==> src/rtl/mem_arb_pkg.sv <==
// Shared constants for the MIO data-RAM port arbiter.
// Two-bit sequencer state encoding plus the master identifiers.
package mem_arb_pkg;

  localparam logic [1:0] IDLE  = 2'd0;
  localparam logic [1:0] ISSUE = 2'd1;
  localparam logic [1:0] WAIT  = 2'd2;
  localparam logic [1:0] RESP  = 2'd3;

  localparam logic M0 = 1'b0;
  localparam logic M1 = 1'b1;

endpackage

==> src/rtl/mem_port_arbiter_rr_pick2.sv <==
// Two-way round-robin picker: remembers the last served master and
// favours the other one on a tie. Grant is combinational from the requests.
module rr_pick2
  import mem_arb_pkg::*;
(
  input  logic clk,
  input  logic rst_n,
  input  logic m0_req,
  input  logic m1_req,
  input  logic update,
  input  logic update_id,
  output logic grant_valid,
  output logic grant_id
);

  logic last;

  // Resets to M1 so that master 0 wins the very first tie.
  always_ff @(posedge clk or negedge rst_n) begin
    if (!rst_n) begin
      last <= M1;
    end else if (update) begin
      last <= update_id;
    end
  end

  always_comb begin
    grant_valid = m0_req | m1_req;
    if (m0_req && m1_req) begin
      grant_id = ~last;
    end else if (m1_req) begin
      grant_id = M1;
    end else begin
      grant_id = M0;
    end
  end

endmodule

==> src/rtl/mem_port_arbiter.sv <==
// Round-robin arbiter and access sequencer sharing one data-RAM port
// between the CPU (master 0) and a second bus master (master 1).
//
//   state | meaning
//   IDLE  | waiting for a request; picks a master and latches its access
//   ISSUE | RAM pins driven for one cycle; ram_we high only for writes
//   WAIT  | read latency countdown; ram_dout captured when it hits 0
//   RESP  | ready pulse to the granted master; round-robin pointer updated
module mem_port_arbiter
  import mem_arb_pkg::*;
#(
  parameter int ADDR_W = 10,
  parameter int DATA_W = 32,
  parameter int RD_LAT = 1
) (
  input  logic              clk,
  input  logic              RSTN,
  input  logic              m0_req,
  input  logic              m0_we,
  input  logic [ADDR_W-1:0] m0_addr,
  input  logic [DATA_W-1:0] m0_wdata,
  output logic [DATA_W-1:0] m0_rdata,
  output logic              m0_ready,
  input  logic              m1_req,
  input  logic              m1_we,
  input  logic [ADDR_W-1:0] m1_addr,
  input  logic [DATA_W-1:0] m1_wdata,
  output logic [DATA_W-1:0] m1_rdata,
  output logic              m1_ready,
  output logic [ADDR_W-1:0] ram_addr,
  output logic              ram_we,
  output logic [DATA_W-1:0] ram_din,
  input  logic [DATA_W-1:0] ram_dout,
  output logic              busy,
  output logic              grant_id
);

  localparam logic [1:0] LAT_INIT = 2'(RD_LAT - 1);

  logic [1:0] state;
  logic [1:0] lat_cnt;
  logic       pick_valid;
  logic       pick_id;
  logic       rr_update;

  assign rr_update = (state == RESP);

  rr_pick2 u_pick (
    .clk         (clk),
    .rst_n       (RSTN),
    .m0_req      (m0_req),
    .m1_req      (m1_req),
    .update      (rr_update),
    .update_id   (grant_id),
    .grant_valid (pick_valid),
    .grant_id    (pick_id)
  );

  always_ff @(posedge clk or negedge RSTN) begin
    if (!RSTN) begin
      state    <= IDLE;
      lat_cnt  <= '0;
      ram_we   <= 1'b0;
      ram_addr <= '0;
      ram_din  <= '0;
      m0_rdata <= '0;
      m1_rdata <= '0;
      m0_ready <= 1'b0;
      m1_ready <= 1'b0;
      busy     <= 1'b0;
      grant_id <= M0;
    end else begin
      m0_ready <= 1'b0;
      m1_ready <= 1'b0;
      ram_we   <= 1'b0;
      case (state)
        IDLE: begin
          // RAM pins are loaded on the grant edge so they are valid throughout ISSUE.
          if (pick_valid) begin
            grant_id <= pick_id;
            busy     <= 1'b1;
            state    <= ISSUE;
            if (pick_id == M1) begin
              ram_we   <= m1_we;
              ram_addr <= m1_addr;
              ram_din  <= m1_wdata;
            end else begin
              ram_we   <= m0_we;
              ram_addr <= m0_addr;
              ram_din  <= m0_wdata;
            end
          end
        end
        ISSUE: begin
          if (ram_we) begin
            m0_ready <= (grant_id == M0);
            m1_ready <= (grant_id == M1);
            state    <= RESP;
          end else begin
            lat_cnt <= LAT_INIT;
            state   <= WAIT;
          end
        end
        WAIT: begin
          if (lat_cnt == 2'd0) begin
            if (grant_id == M1) begin
              m1_rdata <= ram_dout;
            end else begin
              m0_rdata <= ram_dout;
            end
            m0_ready <= (grant_id == M0);
            m1_ready <= (grant_id == M1);
            state    <= RESP;
          end else begin
            lat_cnt <= lat_cnt - 2'd1;
          end
        end
        RESP: begin
          busy  <= 1'b0;
          state <= IDLE;
        end
        default: state <= IDLE;
      endcase
    end
  end

endmodule
==> config.mk <==
export PLATFORM = sky130hd
export DESIGN_NAME = mem_port_arbiter
export DESIGN_NICKNAME = d
export VERILOG_FILES = /design/src/rtl/mem_arb_pkg.sv /design/src/rtl/mem_port_arbiter_rr_pick2.sv /design/src/rtl/mem_port_arbiter.sv
export SDC_FILE = /design/constraint.sdc
export NUM_CORES = 1
export LEC_CHECK = 0
export BUFFER_PORTS_ARGS = -buffer_cell sky130_fd_sc_hd__buf_2
export CAP_MARGIN = 10
export CORE_ASPECT_RATIO = 0.5
export CORE_MARGIN = 5
export CORE_UTILIZATION = 50
export CTS_CLUSTER_SIZE = 10
export DETAILED_ROUTE_END_ITERATION = 12
export PLACE_DENSITY = 0.95
export SYNTH_ARGS = -nofsm -noshare
export SYNTH_HDL_FRONTEND = slang
export SYNTH_HIERARCHICAL = 1
export SYNTH_SLANG_ARGS = --single-unit
==> constraint.sdc <==
create_clock -name clk -period 2.6 [get_ports clk]
set_input_delay 0.13 -clock clk [delete_from_list [all_inputs] [get_ports clk]]
set_output_delay 0.13 -clock clk [all_outputs]
set_load 0.01 [all_outputs]
=== After elaboration in Yosys (flattened, before gate mapping) ===
Cells that the tools add are included.

* Input bits: 122
* Output and inout bits: 111
* Register bits: 116

* $add $sub $neg: 1
* Bitwise operators: 3
* Reductions and logical operators: 11
* Equal/unequal tests: 7
* Muxes and demuxes: 22

{| class="wikitable"
|+ Operators by type and width
! operator !! count
|-
| 2-to-1 mux 32 bit || 1
|-
| 2-to-1 mux 1 bit || 11
|-
| 2-to-1 mux 10 bit || 1
|-
| AND reduction 3 bit || 3
|-
| 2-to-1 mux 2 bit || 4
|-
| inequality test 2 bit (second input constant) || 4
|-
| case mux 2 bit (4 select lines) || 1
|-
| case mux 1 bit (2 select lines) || 3
|-
| AND reduction 2 bit || 3
|-
| == test 2 bit (second input constant) || 2
|-
| zero test 2 bit || 2
|-
| case mux 2 bit (2 select lines) || 1
|-
| nonzero test 2 bit || 2
|-
| == test 2 x 1 -> 1 bit (second input constant) || 1
|-
| inverter 1 bit || 2
|-
| subtractor 2 x 1 -> 2 bit (second input constant) || 1
|-
| logical AND 1 bit || 1
|-
| OR 1 bit || 1
|}

=== Depth between registers and ports, before layout ===
* Depth in word-level cells: 5
* Gate-level depth with buffers: 7

=== Hierarchy ===
The synthesis kept the hierarchy.

{| class="wikitable"
|+ Modules (own cells, without submodules)
! module !! times used !! cells an instance !! area each (µm²)
|-
| mem_port_arbiter || 1 || 368 || 4937.2
|-
| rr_pick2 || 1 || 4 || 55.1
|}

=== Worst setup path before layout ===
No wires, ideal clock.

* Path kind: reg-to-reg
* Start: register state[0]
* End: register m0_rdata[0]
* Cell stages (with the launch flop): 6
* Period minus slack after synthesis: 1.521 ns
* Library setup time: 0.125 ns
* Data required time: 2.475 ns
* Arrival: 1.396 ns
* Path slack: 1.079 ns
* Cells stage by stage: dfrtp_1 > inv_1 > ha_1 > nand3_2 > buf_6 > mux2_4

* Longest elaborated chain between the ends: 2

{| class="wikitable"
|+ RTL lines
! what !! line !! text
|-
| start, declared || mem_port_arbiter.sv:40 || <nowiki>logic [1:0] state;</nowiki>
|-
| start signal, assigned || mem_port_arbiter.sv:61 || <nowiki>state <= IDLE;</nowiki>
|-
| start signal, assigned || mem_port_arbiter.sv:82 || <nowiki>state <= ISSUE;</nowiki>
|-
| start signal, assigned || mem_port_arbiter.sv:98 || <nowiki>state <= RESP;</nowiki>
|-
| == test 2 bit || mem_port_arbiter.sv:76 || <nowiki>case (state)</nowiki>
|-
| AND reduction 3 bit (no source line) || n/a ||
|-
| end signal, assigned || mem_port_arbiter.sv:109 || <nowiki>m0_rdata <= ram_dout;</nowiki>
|-
| end, declared || mem_port_arbiter.sv:22 || <nowiki>output logic [DATA_W-1:0] m0_rdata,</nowiki>
|}

No other way between the ends.
A chain may end at the register's enable or synchronous reset.

=== Worst setup path in the final report ===
* Start: register state[0]
* End: register m1_rdata[24]

* Longest elaborated chain between the ends: 2

{| class="wikitable"
|+ RTL lines
! what !! line !! text
|-
| == test 2 bit || mem_port_arbiter.sv:76 ||
|-
| AND reduction 3 bit (no source line) || n/a ||
|-
| end signal, assigned || mem_port_arbiter.sv:107 || <nowiki>m1_rdata <= ram_dout;</nowiki>
|-
| end, declared || mem_port_arbiter.sv:28 || <nowiki>output logic [DATA_W-1:0] m1_rdata,</nowiki>
|}

No other way between the ends.

==> metrics.cfg <==
[floorplan]
dieArea_um2=12200
die_y_um=80.66
ios=233
core_um2=9603
start_util_pct=51.99
dieWidth_um=151.3
rows=25

[pwr]
ir_worst_vdd_uv=763.4
power_mw=9.506
leakage_nw=3.678
p_per_area_nw_per_um2=1307

[clock_tree]
clkTransAtPathRegs_ps=60
clockBufferDepth=2
cts_buffers=17
cts_root_buf=clkbuf_16
h-tree-depth=4
cts_tree=yes
clk_latency_ps=400
post_cts_resized=0
clock-sinks=116

[finish]
layout_common_cells=231 x buf_2, 115 x dfrtp_1, 46 x mux2i_1
drive_above_1_share_pct=48.24
area_growth_pct=45.69
diodes=0
fillerInstances=611
multi_input_area_um2=1953
fin_cells=790
register_area_um2=2904
layout_commonest_cell=buf_2
num-nets-final=772

[synth]
ys_ff_latch=116
synthesis.area_um2=4992
synth_area_per_cell_um2=13.42
syn_nets=502
ys_types=26
yosys_warnings=6
ys_seq_area_share_pct=58.17
synth_cells=372
yosysTopAreaCell=dfrtp_1
yosys.area.top_type_share_pct=57.64
ys_top_cells_by_area=dfrtp_1 58%, mux2_4 9.3%, mux2i_1 9.2%, mux2_1 6.8%, a21oi_1 4.3%

[global_routing]
antenna_found_initial=0
grt_use_total_pct=22.34
grt_max_degree=87
grt-ovfl-total=0
grt_pass1_vias=4179
grt_pass1_wl_mm=21.09

[critical_path]
crit_fanout=17
crit_path_start_kind=register
arrival_ps=2380
crit_type=reg -> reg
cp.required_ps=2870
endpoint_kind=register
ff2ff_path_depth=5

[place]
place_inst=726
hpwl_mm=9.661
gp_congestion=0.8283
portBuffers=232

[sta]
setup_tns_ps=0
clock.fmax_ghz=0.4736
setup_viol=0
hold_viol=0
rsz0062_at_grt=false
skew_ps=11.00
hold-worst-slack_ps=14.85
drv_slew=0
period_share_pct=81.20
fin_crit_ps=2111
tightest_slew_ps=638.0
slew_headroom_pct=57.47

[drt]
drt_iter0_drc=121
dr.pass1.iters=5
vias=3843
antenna_left=0
post_drt_via_cell_ratio=4.865
routed_wl_mm=13.59
route.detailed.drc=0
avgRoutedWirePerCell_um=17.20

[status]
status=finished, final reports clean

[worst_hold_path]
min_path_type=in -> reg
holdPathStages=3

[flow_run]
maxCapViolCount=0

stage by stage:
stage	setup slack [ps]	instance area (µm²)	utilization, %
after floorplan	1079	4992	-
after global placement	653.9	6310	65.71
after detailed placement	517.3	6310	65.71
after CTS	504.1	7273	75.74
after global routing	382.4	7273	75.74
final	488.7	7273	75.74
cell usage after synthesis:
master	count
mux2_1	30
a31o_2	1
nor2_1	45
dfrtp_1	115
o2bb2ai_1	1
mux2_4	31
nand3_2	2
mux2i_1	46
o21ai_0	1
dfstp_2	1
nand2_1	6
inv_1	6
and2_1	1
o211ai_1	1
nor2b_1	1
mux2_2	6
a21boi_0	1
or2_2	1
ha_1	8
clkbuf_1	3
a21oi_1	43
o31ai_1	1
buf_6	3
nand2b_1	3
buf_2	13
buf_4	2
cell families (layout without fill, tap and decap cells):
group           Yosys count  after routing  synth area share, %
compound gates           49             49                5.213
fa+ha+maj                 8              8                2.005
buf+inv                  27            310                2.957
flops                   116            116                58.17
mux                     113            113                26.67
simple gates             59             59                4.988
per-layer routing:
layer	vias to the layer above	wire length (µm)	GRT usage, %	share of wire [%]
met5	-	0	0	0
met4	0	301	9.132	2.2
met3	24	777	5.130	5.7
met2	143	7166	40.33	53
met1	1833	5347	25.77	39
li1	1843	-	-	-
registers in the layout, summed over array words and instances, names as in the netlist:
name / cells
m0_rdata: 32
m1_rdata: 32
ram_din: 32
ram_addr: 10
lat_cnt: 2
state: 2
busy: 1
grant_id: 1
m0_ready: 1
m1_ready: 1
ram_we: 1
u_pick/last: 1
repair_timing:
item                                    4_1_cts  5_1_grt
setup buffers                                 0        0
endpoints found under the setup margin        0        0
endpoints found under the hold margin       109        0
hold buffers                                 32        0
where the power goes:
group,internal [mW],leakage [nW],switching [mW],total [mW]
logic,1.82,2.04,1.90,3.73
registers,2.73,1.33,0.537,3.27
clock network,1.63,0.305,0.881,2.51
total,6.19,3.68,3.32,9.51
worst max-delay path, stage by stage (launching register included):
cell     delay [ps]
dfrtp_1         410
inv_1           160
ha_1            300
nand3_2         440
buf_12          340
mux2_1          330
worst paths after layout:
check	slack [ps]	to	startpoint
min in group asynchronous	300	m0_rdata[22]	RSTN
min reg2reg	490	m1_rdata[29]	m1_rdata[29]
max	490	m1_rdata[24]	state[0]
min	10	ram_we	m0_we
max reg2reg	490	m1_rdata[24]	state[0]
max in group asynchronous	1550	u_pick/last	RSTN
cell type report:
class	instances	area share, %
Clock buffer	17	5.849
Clock inverter	15	2.993
Inverter	6	0.3097
Multi-Input combinational cell	229	26.85
Sequential cell	116	39.93
Tap cell	135	2.322
Timing Repair Buffer	272	21.74
Note: power is estimated with default switching activity, not from simulation.
